===== src/rtl/vga_timing_gen.sv =====
// vga_timing_gen: free-running VGA raster timing generator.
// Produces registered h_sync/v_sync (active low), blank (1 = active video),
// raw x/y coordinates and a frame-start pulse, all aligned and one cycle
// behind the internal counters.
// Optional macro VGA_TEST_PATTERN_EN adds an 8-bar colour test pattern on
// o_r/o_g/o_b; without it the colour outputs are constant zero.
module vga_timing_gen #(
    parameter int H_ACTIVE = 640,
    parameter int H_FP     = 16,
    parameter int H_SYNC   = 96,
    parameter int H_BP     = 48,
    parameter int V_ACTIVE = 480,
    parameter int V_FP     = 10,
    parameter int V_SYNC   = 2,
    parameter int V_BP     = 33,
    parameter int CNT_W    = 10
) (
    input  logic             i_clk,
    input  logic             i_rst_n,
    output logic             o_h_sync,
    output logic             o_v_sync,
    output logic             o_vga_blank,
    output logic [CNT_W-1:0] o_x,
    output logic [CNT_W-1:0] o_y,
    output logic             o_frame_start,
    output logic [7:0]       o_r,
    output logic [7:0]       o_g,
    output logic [7:0]       o_b
);

    localparam int H_TOTAL = H_ACTIVE + H_FP + H_SYNC + H_BP;
    localparam int V_TOTAL = V_ACTIVE + V_FP + V_SYNC + V_BP;

    localparam logic [CNT_W-1:0] H_LAST   = CNT_W'(H_TOTAL - 1);
    localparam logic [CNT_W-1:0] V_LAST   = CNT_W'(V_TOTAL - 1);
    localparam logic [CNT_W-1:0] H_ACT_C  = CNT_W'(H_ACTIVE);
    localparam logic [CNT_W-1:0] V_ACT_C  = CNT_W'(V_ACTIVE);
    localparam logic [CNT_W-1:0] HS_START = CNT_W'(H_ACTIVE + H_FP);
    localparam logic [CNT_W-1:0] HS_END   = CNT_W'(H_ACTIVE + H_FP + H_SYNC);
    localparam logic [CNT_W-1:0] VS_START = CNT_W'(V_ACTIVE + V_FP);
    localparam logic [CNT_W-1:0] VS_END   = CNT_W'(V_ACTIVE + V_FP + V_SYNC);

    logic [CNT_W-1:0] h_cnt;
    logic [CNT_W-1:0] v_cnt;
    logic             h_wrap;
    logic             v_wrap;
    logic             active;
    logic             h_sync_n;
    logic             v_sync_n;
    logic             frame_start;

    assign h_wrap = (h_cnt == H_LAST);
    assign v_wrap = (v_cnt == V_LAST);

    // Raster counters: h every pixel, v on each h wrap; both wrap together at frame end.
    always_ff @(posedge i_clk or negedge i_rst_n) begin
        if (!i_rst_n) begin
            h_cnt <= '0;
            v_cnt <= '0;
        end else if (h_wrap) begin
            h_cnt <= '0;
            v_cnt <= v_wrap ? '0 : v_cnt + 1'b1;
        end else begin
            h_cnt <= h_cnt + 1'b1;
        end
    end

    // Decode of the current counter state; registered below so all outputs align.
    always_comb begin
        active      = (h_cnt < H_ACT_C) && (v_cnt < V_ACT_C);
        h_sync_n    = !((h_cnt >= HS_START) && (h_cnt < HS_END));
        v_sync_n    = !((v_cnt >= VS_START) && (v_cnt < VS_END));
        frame_start = (h_cnt == '0) && (v_cnt == '0);
    end

    // Output register: one cycle behind the counters.
    always_ff @(posedge i_clk or negedge i_rst_n) begin
        if (!i_rst_n) begin
            o_h_sync      <= 1'b1;
            o_v_sync      <= 1'b1;
            o_vga_blank   <= 1'b0;
            o_x           <= '0;
            o_y           <= '0;
            o_frame_start <= 1'b0;
        end else begin
            o_h_sync      <= h_sync_n;
            o_v_sync      <= v_sync_n;
            o_vga_blank   <= active;
            o_x           <= h_cnt;
            o_y           <= v_cnt;
            o_frame_start <= frame_start;
        end
    end

`ifdef VGA_TEST_PATTERN_EN
    localparam logic [CNT_W-1:0] BAR_LAST = CNT_W'(H_ACTIVE / 8 - 1);

    // Pixel position inside the current bar and the bar index; both track h_cnt.
    logic [CNT_W-1:0] bar_px;
    logic [2:0]       bar_k;

    // Bar counter: restarts with the line, steps every H_ACTIVE/8 pixels.
    always_ff @(posedge i_clk or negedge i_rst_n) begin
        if (!i_rst_n) begin
            bar_px <= '0;
            bar_k  <= '0;
        end else if (h_wrap) begin
            bar_px <= '0;
            bar_k  <= '0;
        end else if (bar_px == BAR_LAST) begin
            bar_px <= '0;
            bar_k  <= bar_k + 1'b1;
        end else begin
            bar_px <= bar_px + 1'b1;
        end
    end

    // Colour register, blanked outside active video, aligned with o_x.
    always_ff @(posedge i_clk or negedge i_rst_n) begin
        if (!i_rst_n) begin
            o_r <= '0;
            o_g <= '0;
            o_b <= '0;
        end else begin
            o_r <= active ? {8{bar_k[2]}} : 8'h00;
            o_g <= active ? {8{bar_k[1]}} : 8'h00;
            o_b <= active ? {8{bar_k[0]}} : 8'h00;
        end
    end
`else
    assign o_r = '0;
    assign o_g = '0;
    assign o_b = '0;
`endif

endmodule


===== config.mk =====
export PLATFORM = sky130hd
export DESIGN_NAME = vga_timing_gen
export DESIGN_NICKNAME = d
export VERILOG_FILES = /design/src/rtl/vga_timing_gen.sv
export SDC_FILE = /design/constraint.sdc
export NUM_CORES = 1
export LEC_CHECK = 0
export CORE_AREA = 2 2 66 68
export DETAILED_ROUTE_END_ITERATION = 7
export DIE_AREA = 0 0 68 70
export PLACE_DENSITY = 0.81
export RECOVER_POWER = 50
export SLEW_MARGIN = 5
export SYNTH_ARGS = -nofsm -noshare
export SYNTH_HDL_FRONTEND = slang
export SYNTH_SLANG_ARGS = --single-unit

===== constraint.sdc =====
create_clock -name i_clk -period 1.8 [get_ports i_clk]
set_input_delay 0.27 -clock i_clk [delete_from_list [all_inputs] [get_ports i_clk]]
set_output_delay 0.27 -clock i_clk [all_outputs]
set_load 0.05 [all_outputs]

# Word-level counts from Yosys, hierarchy flattened
# Index checks and enable logic that the tools add are counted.
dict set report word_totals {
  regBits 44
  input_bits 2
}
dict set report classes {
  reduce_logical 8
  eq_ne 2
  magnitude_cmp 6
  add_sub_neg 2
  n_mux 2
}
# operator n
set ops {}
lappend ops {{adder 10 x 1 -> 10 bit, second input constant} 2}
lappend ops {{== test 10 bit, second input constant} 2}
lappend ops {{zero test 10 bit} 2}
lappend ops {{< comparator 10 bit, second input constant} 2}
lappend ops {{< comparator 10 x 9 -> 1 bit, second input constant} 2}
lappend ops {{two-way mux 10 bit} 2}
lappend ops {{>= comparator 10 bit, second input constant} 1}
lappend ops {{>= comparator 10 x 9 -> 1 bit, second input constant} 1}
lappend ops {{logical AND 1 bit} 4}
lappend ops {{zero test 1 bit} 2}

# Logic depth before layout (Yosys ltp)
# Gate-level depths: netlist of run 1.
dict set report logic_depth {
  word_depth 3
  depth_mapped 7
}

# Worst setup path before layout of run 1
# Ideal clock, no wire load.
dict set report synth_path {
  path_kind {register -> register}
  from {register h_cnt[5]}
  to {register v_cnt[9]}
  arrival_ps 1596
  slack_ps 127
  path_buffers 1
  required_time_ps 1723
  synth_period_minus_slack_ps 1673
  setup_ps 77
  stages_incl_launch_ff 6
  path_cell_list {dfrtp_1 buf_6 nor4b_4 nand4_2 or4_1 a21oi_1}
}
dict set report synth_between {
  elab_chain_len 1
}
# item line_no
set synth_rtl {}
lappend synth_rtl {{start, declared} 43} ;# logic [CNT_W-1:0] h_cnt;
lappend synth_rtl {{start signal, assigned} 64} ;# h_cnt <= h_cnt + 1'b1;
lappend synth_rtl {{== test 10 bit} 52} ;# assign h_wrap = (h_cnt == H_LAST);
lappend synth_rtl {{end signal, assigned} 62} ;# v_cnt <= v_wrap ? '0 : v_cnt + 1'b1;
lappend synth_rtl {{end, declared} 44} ;# logic [CNT_W-1:0] v_cnt;
# No other way between the ends.
# A chain may end at the register's enable or synchronous reset.

# Worst setup path in the final report of run 1
dict set report layout_path {
  from {register h_cnt[1]}
  to {register v_cnt[9]}
}
# The elaborated chain is that of the path after synthesis.

==> results of run 1 <==
[power breakdown]
group	switching, mW	internal (mW)
sequential	0	0.988
combinational	0.126	0.00143
clock	0.307	0.411
total	0.433	1.40
[registers in the layout (all words and copies together), names as in the netlist]
name / flops
o_y: 10
o_v_sync: 1
o_frame_start: 1
o_vga_blank: 1
h_cnt: 10
v_cnt: 10
o_h_sync: 1
o_x: 10
[layout make-up]
cell class / count / area (um^2)
Timing Repair Buffer: 38 / 307.8
Sequential cell: 44 / 1104
Clock buffer: 6 / 72.57
Tap cell: 52 / 65.06
Inverter: 5 / 18.77
Multi-Input combinational cell: 110 / 666.9
Fill cell: 383 / 1874
Clock inverter: 2 / 35.03
[per-layer routing]
layer	track usage	vias to the layer above
li1	-	589
met1	0.1702	613
met2	0.2470	42
met3	0.05314	7
met4	0.07333	0
met5	0	-
[worst paths after layout]
check	startpoint	end	slack (ns)	depth (start not counted)
worst min-delay path	i_rst_n	o_x[4]	0.22	2
max in group asynchronous	i_rst_n	v_cnt[8]	0.96	2
worst max-delay path	h_cnt[1]	v_cnt[9]	0.06	5
min in group i_clk	v_cnt[7]	o_y[7]	0.45	0
worst max register to register	h_cnt[1]	v_cnt[9]	0.06	5
worst min register to register	v_cnt[7]	o_y[7]	0.45	0
[kinds of logic after synthesis]
| family | count (synthesis) | synth area share |
|---|---|---|
| AND/OR/NAND/NOR | 58 | 0.1824 |
| buffers and inverters | 32 | 0.1163 |
| AO/OA/AOI/OAI | 14 | 0.04362 |
| other | 1 | 0.001981 |
| XOR/XNOR | 10 | 0.04627 |
| flip-flops | 44 | 0.5829 |
| adder cells (fa/ha/maj) | 4 | 0.02644 |
[synth_stat cells, types with 2 or more instances]
master | number | area share
nand3_1 | 11 | 0.029
nand4_1 | 6 | 0.020
a21oi_1 | 3 | 0.0079
o31ai_1 | 2 | 0.0079
nor2b_1 | 3 | 0.0099
dfrtp_1 | 42 | 0.56
xor2_1 | 7 | 0.032
dfstp_2 | 2 | 0.028
nand2_1 | 6 | 0.012
nor4_1 | 4 | 0.013
buf_4 | 24 | 0.095
clkbuf_2 | 2 | 0.0053
nor3_1 | 3 | 0.0079
xnor2_1 | 3 | 0.014
or3_1 | 2 | 0.0066
nor2_1 | 9 | 0.018
and3_2 | 2 | 0.0079
o21ai_0 | 7 | 0.019
inv_1 | 5 | 0.0099
ha_1 | 4 | 0.026
[placed cells by master (no fill, tap or decap), types with 2 or more instances in the layout]
master            n
o31ai_1           2
nor2_1            9
clkbuf_8          5
nor4_1            4
nor2b_1           3
ha_1              3
xnor2_1           3
conb_1           24
clkdlybuf4s50_1  14
inv_1             5
or3_1             2
xor2_1            7
o21ai_0           7
buf_4            20
nand3_1          11
a21oi_1           3
nand2_1           6
and3_2            2
clkbuf_1          3
nand4_1           6
nor3_1            3
dfstp_2           2
dfrtp_1          42
[per-stage QoR]
stage	area [um^2]	worst slack, ns	total power, mW
2_1_floorplan	1979	0.1267	1.157
4_1_cts	2261	0.03079	1.858
6_report	2270	0.06199	1.834
3_5_place_dp	2153	0.05136	1.137
3_3_place_gp	2153	0.1135	1.136
5_1_grt	2270	-0.04355	1.894
[worst max-delay path, cell delays in order, from the launching register on]
cell	delay [ns]
dfrtp_1	0.42
ha_2	0.23
and3_4	0.22
nand4_2	0.14
or4_4	0.51
a21oi_1	0.15
[timing repair]
action,CTS,global route
buffers inserted,0,1
resized for setup,0,4
setup endpoints to repair,0,4
==> impl_results.md, run 1 <==
* Distinct cells, synth at 36
* Crit Path Category: reg2reg
* Diodes inserted at 0
* Mean post-synth cell area at 11.61 um^2
* Synth async-reset ratio at 1.000
* Worst Hold Slack at approximately 0.22 ns
* Top Ports at 50
* RePlAce Congestion at 0.7803
* Tmin final at between 1.5 and 2 ns
* Worst EP required at between 2 and 2.5 ns
* Die width at between 60 and 70 um
* HPWL Detailed at ~2300 um
* Clock net sink count at between 40 and 50
* Vias in the first global route at between 1k and 1.5k
* Routed vias at about 1.3k
* Fin cells at approximately 260
* RSZ-0062 raised after global routing: yes
* Largest net degree at the start of global routing at 45
* Initial antenna violation count at 0
* Worst skew pair latency at roughly 0.29 ns
* Critical Path Source Type: flop
* Vias/cell at 4.868
* Detail Route Antenna Nets at 0
* PortBufs at 25
* Final Skew at 0.005702 ns
* Critical-path maximum fanout at 5
* Starting Density at 0.4568
* Crit end category: flop
* Grt ovf at 0
* Synth Instances at about 160
* Area of the core at a little over 0.004 mm^2
* Max Cap Viol at 0
* CTS tree: yes
* Clock transition at path regs at 0.08 ns
* Leak at 1.106 nW
* # rows at 24
* Crit share post-route at 0.9656
* Sequential share of the synthesized area at 0.5829
* Hold-fix buffers, CTS at 0
* Final setup TNS at 0 ns
* Die Y-Extent at 70 um
* Max Buffers Root-to-Sink at 2
* WL met3 at 182 um
* CTS buffer count at 5
* Synth Flop Type: dfrtp_1
* Fin. max-slew vios at 0
* Routed WL per cell at between 10 and 15 um
* First-pass GRT wire length at roughly 5300 um
* Tot GR Track Use at 0.1507
* Die ar. at 0.004760 mm^2
* Top sig layer: met4
* Hold Fails Final Rpt at 0
* Iter 0 DRT Violations at 37
* Post-synthesis register bit count at 44
* Crit path DAT at 1.96 ns
* Status: completed
* Post-Syn Area at 0.001893 mm^2
* Max Freq at approximately 580 MHz
* Wire length on met1 at between 1000 and 1500 um
* Hold Crit Class: in2async
* Final setup fails at 0
* Final core utilization at 0.5477
* Area Growth Syn to Fin at 19.89%
* EDFF count, synth at 0
* Metal2 WL at about 1700 um
* PwrDens at slightly above 800 mW/mm^2
* Share of cells above drive strength 1 at 0.2000
* Placed cells at ~250
* Drt pass-1 iters at 4
* Final net count at 210
* CTS H-Tree Depth at 2
* Worst Max-Slew Pin Slew at 1.013 ns
* Worst vdd ir at around 0.00032 V
* Synth warnings at 0
* DRC viols at 0
* DRT Wirelength at approximately 3200 um
* Rel. slew slack at 0.3245
* Clock Root Buffer: clkbuf_8
(Power assumes the default switching activity.)
==> inputs of run 2 (changes only) <==
- ABC_AREA: not set -> 1
- CORE_AREA: 2 2 66 68 -> 2 2 63 76
- DIE_AREA: 0 0 68 70 -> 0 0 65 78
- PLACE_DENSITY: 0.81 -> 0.8
- REMOVE_ABC_BUFFERS: not set -> 1
==> impl_results.md, run 2 <==
* PortBufs at 25 (unchanged)
* Fin. max-slew vios at 34 (+34)
* Crit path DAT at 1.42 ns (-0.54 ns)
* Fillcell total at 380 (-0.78%)
* Clock Power Share at 0.385 (-0.007)
* Hold Fails Final Rpt at 0 (unchanged)
* Top Ports at 50 (unchanged)
* Commonest cells after routing, fill and taps aside: 42 x dfrtp_1, 39 x nand2_1, 31 x inv_1, 24 x conb_1, 23 x nor2_1
* Switch share at 0.2313 (-0.004986)
* Reg-to-reg critical path endpoint: v_cnt[9]
* EDFF count, synth at 0 (unchanged)
* Worst skew pair latency at 0.29 ns (about the same)
* Starting Density at 0.4821 (+0.02527)
* Die width at 65 um (-4.4%)
* Worst EP required at 1.53 ns (-0.49 ns)
* CTS tree: yes
* Final setup fails at 0 (unchanged)
* Vias/cell at 4.568 (-6.2%)
* Crit Path Category: reg2out
* R2r setup slk at 0.28 ns (+0.22 ns)
* PostCTS Resize Cnt at 0 (unchanged)
* Grt ovf at 0 (unchanged)
* Routed WL per cell at 10.62 um (-14%)
* Drt pass-1 iters at 4 (unchanged)
* Yosys top cell by area: dfrtp_1
* Synth Flop Type: dfrtp_1
* Worst path max stage delay at 0.79 ns (+0.28 ns)
* Crit share post-route at 0.9415 (-0.02410)
* Flop pwr share at 0.544 (+0.005)
* Leak at 1.237 nW (+12%)
* Critical Path Source Type: flop
* Clock net sink count at 44 (unchanged)
* Distinct cells, synth at 25 (-31%)
* Synth warnings at 0 (unchanged)
* Failing checks: capacitance limit, slew limit
* Final Skew at 0.008794 ns (+0.003092 ns)
* Largest net degree at the start of global routing at 34 (-24%)
* Rel. slew slack at -0.07498 (-0.3995)
* Worst vdd ir at 0.0003940 V (+25%)
* Final net count at 258 (+23%)
* Die Y-Extent at 78 um (+11%)
* HPWL Detailed at 2480 um (+10%)
* First-pass GRT wire length at 5457 um (+3.0%)
* Max Buffers Root-to-Sink at 2 (unchanged)
* Routed vias at 1407 (+12%)
* Iter 0 DRT Violations at 81 (+120%)
* Storage cell area at 0.001104 mm^2 (unchanged)
* Internal power at 1.397 mW (-0.27%)
* Final setup TNS at 0 ns (unchanged)
* Multi-input gate area at 716.9 um^2 (+7.5%)
* DRT Wirelength at 3270 um (+3.4%)
* Slowest cell on the critical path: clkdlybuf4s50_1
* Sequential share of the synthesized area at 0.5371 (-0.04580)
* DRC viols at 0 (unchanged)
* Top-count cell post-synth: dfrtp_1
* Crit end category: output port
* Area of the core at 0.004262 mm^2 (+2.8%)
* Vias in the first global route at 1194 (-1.3%)
* Post CTS Setup Buffer Count at 0 (unchanged)
* Top cell type's share of synthesized area at 0.5116 (-0.04362)
* Synth Instances at 221 (+36%)
* Synth area leaders: dfrtp_1 51%, buf_4 8.8%, nand2_1 7.1%
* Status: finished, violations left
* Combinational power share at 0.072 (+0.002)
* Detail Route Antenna Nets at 0 (unchanged)
* Setup ws final at 0.1054 ns (+0.04339 ns)
* Hold-fix buffers, CTS at 0 (unchanged)
* Diodes inserted at 0 (unchanged)
* Mean post-synth cell area at 9.296 um^2 (-20%)
* RePlAce Congestion at 0.8073 (+3.5%)
* Max Freq at 590.1 MHz (+2.6%)
* CP startpoint: o_vga_blank
* Area Growth Syn to Fin at 15.10%
* Post-Syn Area at 0.002054 mm^2 (+8.5%)
* Top post-synthesis cells by count: 42 x dfrtp_1, 39 x nand2_1, 31 x inv_1, 24 x buf_4, 23 x nor2_1
* Hold Crit Class: in2async
* Tmin final at 1.695 ns (-0.04339 ns)
* Synth async-reset ratio at 1.000 (unchanged)
* Most common cell after layout, fill and taps aside: dfrtp_1
* Critical-path maximum fanout at 1 (-4)
* Worst Max-Slew Pin Slew at 1.612 ns (+0.5993 ns)
* R2R cell count at 8 (+3)
* CTS buffer count at 5 (unchanged)
* # rows at 26 (+8.3%)
* Psw at 420.4 uW (-3.0%)
* Initial antenna violation count at 0 (unchanged)
* RSZ-0062 raised after global routing: no
* WP buf/inv at 1 (+1)
* PwrDens at 768.6 mW/mm^2 (-4.9%)
* CTS H-Tree Depth at 2 (unchanged)
* Worst r2r src: h_cnt[0]
* Worst path cell trace: clkdlybuf4s50_1
* Tot GR Track Use at 0.1442 (-0.006559)
* Pre-CTS WS at 0.2914 ns (+0.2400 ns)
* Max Cap Viol at 1 (+1)
* Top delay family on crit path: buffers and inverters
* Post-synthesis register bit count at 44 (unchanged)
* Die ar. at 0.005070 mm^2 (+6.5%)
* Clock transition at path regs at 0.08 ns (about the same)
* Clock Root Buffer: clkbuf_8
* Share of cells above drive strength 1 at 0.07937 (-0.1206)
-- run 2: how the worst max path moves through the flow --
stage | end | slack (ns) | cells after the start
after CTS | o_vga_blank | 0.09 | 1
after floorplan | v_cnt[9] | 0.44 | 8
final | o_vga_blank | 0.11 | 1
after global routing | o_y[6] | 0.06 | 1
after global placement | v_cnt[9] | 0.35 | 8
after detailed placement | v_cnt[9] | 0.29 | 8
-- run 2: final cells by class --
cell class,instances,share of cell area
clock buffer,6,0.03069
clock inverter,1,0.01270
inverter,32,0.05079
multi-input combinational,142,0.3032
sequential,44,0.4667
tap,56,0.02963
timing repair buffer,27,0.1063
-- run 2: power groups by stage --
stage / Combinational, mW / Sequential, mW / Clock, mW
after floorplan: 0.108 / 1.01 / 0
after global placement: 0.131 / 1.01 / 0
after global routing: 0.137 / 0.988 / 0.767
final: 0.130 / 0.988 / 0.699
after CTS: 0.131 / 0.988 / 0.719
after detailed placement: 0.131 / 1.01 / 0
-- run 2: metal layers --
layer	GRT usage	up-vias	share of wire
li1	-	698	-
met1	0.1804	658	0.42
met2	0.2206	42	0.50
met3	0.04493	9	0.054
met4	0.07872	0	0.027
met5	0	-	0
-- run 2: metrics by stage --
step	cells	hold slack (ns)	util	area [um^2]	total power, mW
global placement	301	0.3421	0.5317	2266	1.138
CTS	308	0.02291	0.5558	2369	1.838
floorplan	218	-0.02559	-	1941	1.116
finish	308	0.3789	0.5549	2365	1.817
detailed placement	301	0.3457	0.5317	2266	1.139
global route	308	0.4761	0.5549	2365	1.891
-- run 2: logic make-up after synthesis --
logic type | count (synthesis) | share of synthesized area
and+or+nand+nor | 99 | 0.2320
xor gates and xnor gates | 6 | 0.02558
DFF | 44 | 0.5372
AOI/OAI and AO/OA | 9 | 0.02314
buffers and inverters | 58 | 0.1559
other | 1 | 0.001825
adders and majority gates | 4 | 0.02436
==> inputs of run 3 (changes only) <==
- CORE_AREA: 2 2 63 76 -> 10 10 57 105
- DIE_AREA: 0 0 65 78 -> 0 0 67 115
- HOLD_SLACK_MARGIN: not set -> 0.06
==> impl_results.md, run 3 (synthesis gave the netlist of run 2 again) <==
* RePlAce Congestion at 0.8467 (+4.9%)
* Critical path depth in cells at 1 (unchanged)
* Max Cap Viol at 0 (-1)
* Storage cell area at 0.001104 mm^2 (unchanged)
* Worst Max-Slew Pin Slew at 1.213 ns (-0.3996 ns)
* Reg-to-reg critical path endpoint: v_cnt[9]
* PostCTS Resize Cnt at 0 (unchanged)
* PwrDens at 726.3 mW/mm^2 (-5.5%)
* Max Freq at 587.3 MHz (-0.47%)
* CTS buffer count at 5 (unchanged)
* Drt pass-1 iters at 6 (+2)
* Worst vdd ir at 0.0004647 V (+18%)
* Die ar. at 0.007705 mm^2 (+52%)
* Vias in the first global route at 1539 (+29%)
* CP startpoint: o_frame_start
* Final setup TNS at 0 ns (unchanged)
* Critical-path maximum fanout at 1 (unchanged)
* DRC viols at 0 (unchanged)
* Tot GR Track Use at 0.1127 (-0.03144)
* Clock transition at path regs at 0.07 ns (about the same)
* Area of the core at 0.004297 mm^2 (+0.82%)
* Iter 0 DRT Violations at 37 (-54%)
* Top Ports at 50 (unchanged)
* Leak at 1.242 nW (+0.38%)
* Routed vias at 1466 (+4.2%)
* Multi-input gate area at 716.9 um^2 (unchanged)
* Worst EP required at 1.53 ns (about the same)
* Worst path max stage delay at 0.81 ns (+0.02 ns)
* Fillcell total at 398 (+4.7%)
* Crit end category: output port
* Die Y-Extent at 115 um (+47%)
* CTS tree: yes
* Final net count at 258 (unchanged)
* Area Growth Syn to Fin at 14.01%
* PortBufs at 25 (unchanged)
* Hold Crit Class: reg2reg
* Largest net degree at the start of global routing at 26 (-24%)
* Share of cells above drive strength 1 at 0.09524 (+0.01587)
* Slowest cell on the critical path: clkdlybuf4s50_1
* DRT Wirelength at 4065 um (+24%)
* Crit path DAT at 1.43 ns (about the same)
* Routed WL per cell at 13.28 um (+25%)
* Crit Path Category: reg2out
* Final Skew at 0.008248 ns (-0.0005463 ns)
* R2r setup slk at 0.27 ns (about the same)
* Fin. max-slew vios at 0 (-100%)
* Clock net sink count at 44 (unchanged)
* Critical Path Source Type: flop
* Crit share post-route at 0.9459 (+0.004463)
* Initial antenna violation count at 0 (unchanged)
* Rel. slew slack at 0.1914 (+0.2664)
* RSZ-0062 raised after global routing: no
* R2R cell count at 8 (unchanged)
* Most common cell after layout, fill and taps aside: dfrtp_1
* Top delay family on crit path: buffers and inverters
* Starting Density at 0.4782 (-0.003931)
* Vias/cell at 4.791 (+4.9%)
* Worst skew pair latency at 0.30 ns (about the same)
* Worst r2r src: h_cnt[0]
* First-pass GRT wire length at 6693 um (+23%)
* Final setup fails at 0 (unchanged)
* Clock Root Buffer: clkbuf_8
* WP buf/inv at 1 (unchanged)
* Grt ovf at 0 (unchanged)
* Die width at 67 um (+3.1%)
* Tmin final at 1.703 ns (+0.008033 ns)
* Worst path cell trace: clkdlybuf4s50_1
* Worst setup path endpoint: o_frame_start
* HPWL Detailed at 3231 um (+30%)
* CTS H-Tree Depth at 2 (unchanged)
* Status: completed
* Hold Fails Final Rpt at 0 (unchanged)
* Max Buffers Root-to-Sink at 2 (unchanged)
* Final core utilization at 0.5451 (-0.009766)
* Commonest cells after routing, fill and taps aside: 42 x dfrtp_1, 39 x nand2_1, 31 x inv_1, 24 x conb_1, 23 x nor2_1
* Detail Route Antenna Nets at 0 (unchanged)
* Diodes inserted at 0 (unchanged)
* # rows at 34 (+31%)
run 3: cell types whose count changed in the layout (fill, tap and decap cells not counted):
cell	previous run	this run
buf_4	3	7
buf_12	0	1
clkdlybuf4s50_1	22	17
clkinv_2	0	1
dlygate4sd3_1	0	1
bufinv_16	1	0
clkbuf_2	1	0
run 3: where the power goes:
part	switching (mW)	internal (mW)
clock	0.313	0.264
sequential	0	0.988
combinational	0.130	0.00628
total	0.443	1.26
run 3: layout make-up:
cell class              count  area share
well taps                  54     0.02885
clock buffers               6     0.03098
inverters                  32     0.05128
clock inverters             1    0.002137
flip-flops and latches     44      0.4712
multi-input cells         142      0.3061
repair buffers             27      0.1095
run 3: how the worst min path moves through the flow:
stage	startpoint	to	slack, ns	cells past startpoint
after global routing	h_cnt[9]	o_x[9]	0.48	0
after global placement	i_rst_n	o_y[1]	0.26	1
after CTS	h_cnt[1]	o_x[1]	0.45	0
after detailed placement	i_rst_n	o_y[0]	0.27	1
final	h_cnt[1]	o_x[1]	0.45	0
after floorplan	i_rst_n	h_cnt[0]	-0.03	0
run 3: per-stage QoR:
step                power, mW  worst slack (ns)  std cells  hold slack (ns)  cell area [um^2]
global placement        1.140            0.3327        298           0.2552              2256
CTS                     1.722           0.06606        306           0.4542              2344
global route            1.763           0.05736        306           0.4817              2342
finish                  1.701           0.09734        306           0.4521              2342
floorplan               1.116            0.4443        218         -0.02559              1941
detailed placement      1.141            0.2798        298           0.2676              2256
run 3: what timing repair did:
item | CTS | global route
hold buffers | 1 | 0
setup buffers | 0 | 0
hold endpoints to repair | 19 | 0
run 3: per-layer routing:
layer  part of all wire  up-vias  track usage  wire, um
met5                  0        -            0         0
met4              0.026        0      0.07300       105
met3              0.066        6      0.02047       268
met1               0.36      705       0.1002      1450
li1                   -      698            -         -
met2               0.55       57       0.2150      2241
run 3: worst reg2reg max path, delay by kind of cell (launching register included):
kind	cells	cell delay (ns)
adders and majority gates	1	0.25
DFF	1	0.43
and+or+nand+nor	7	0.76
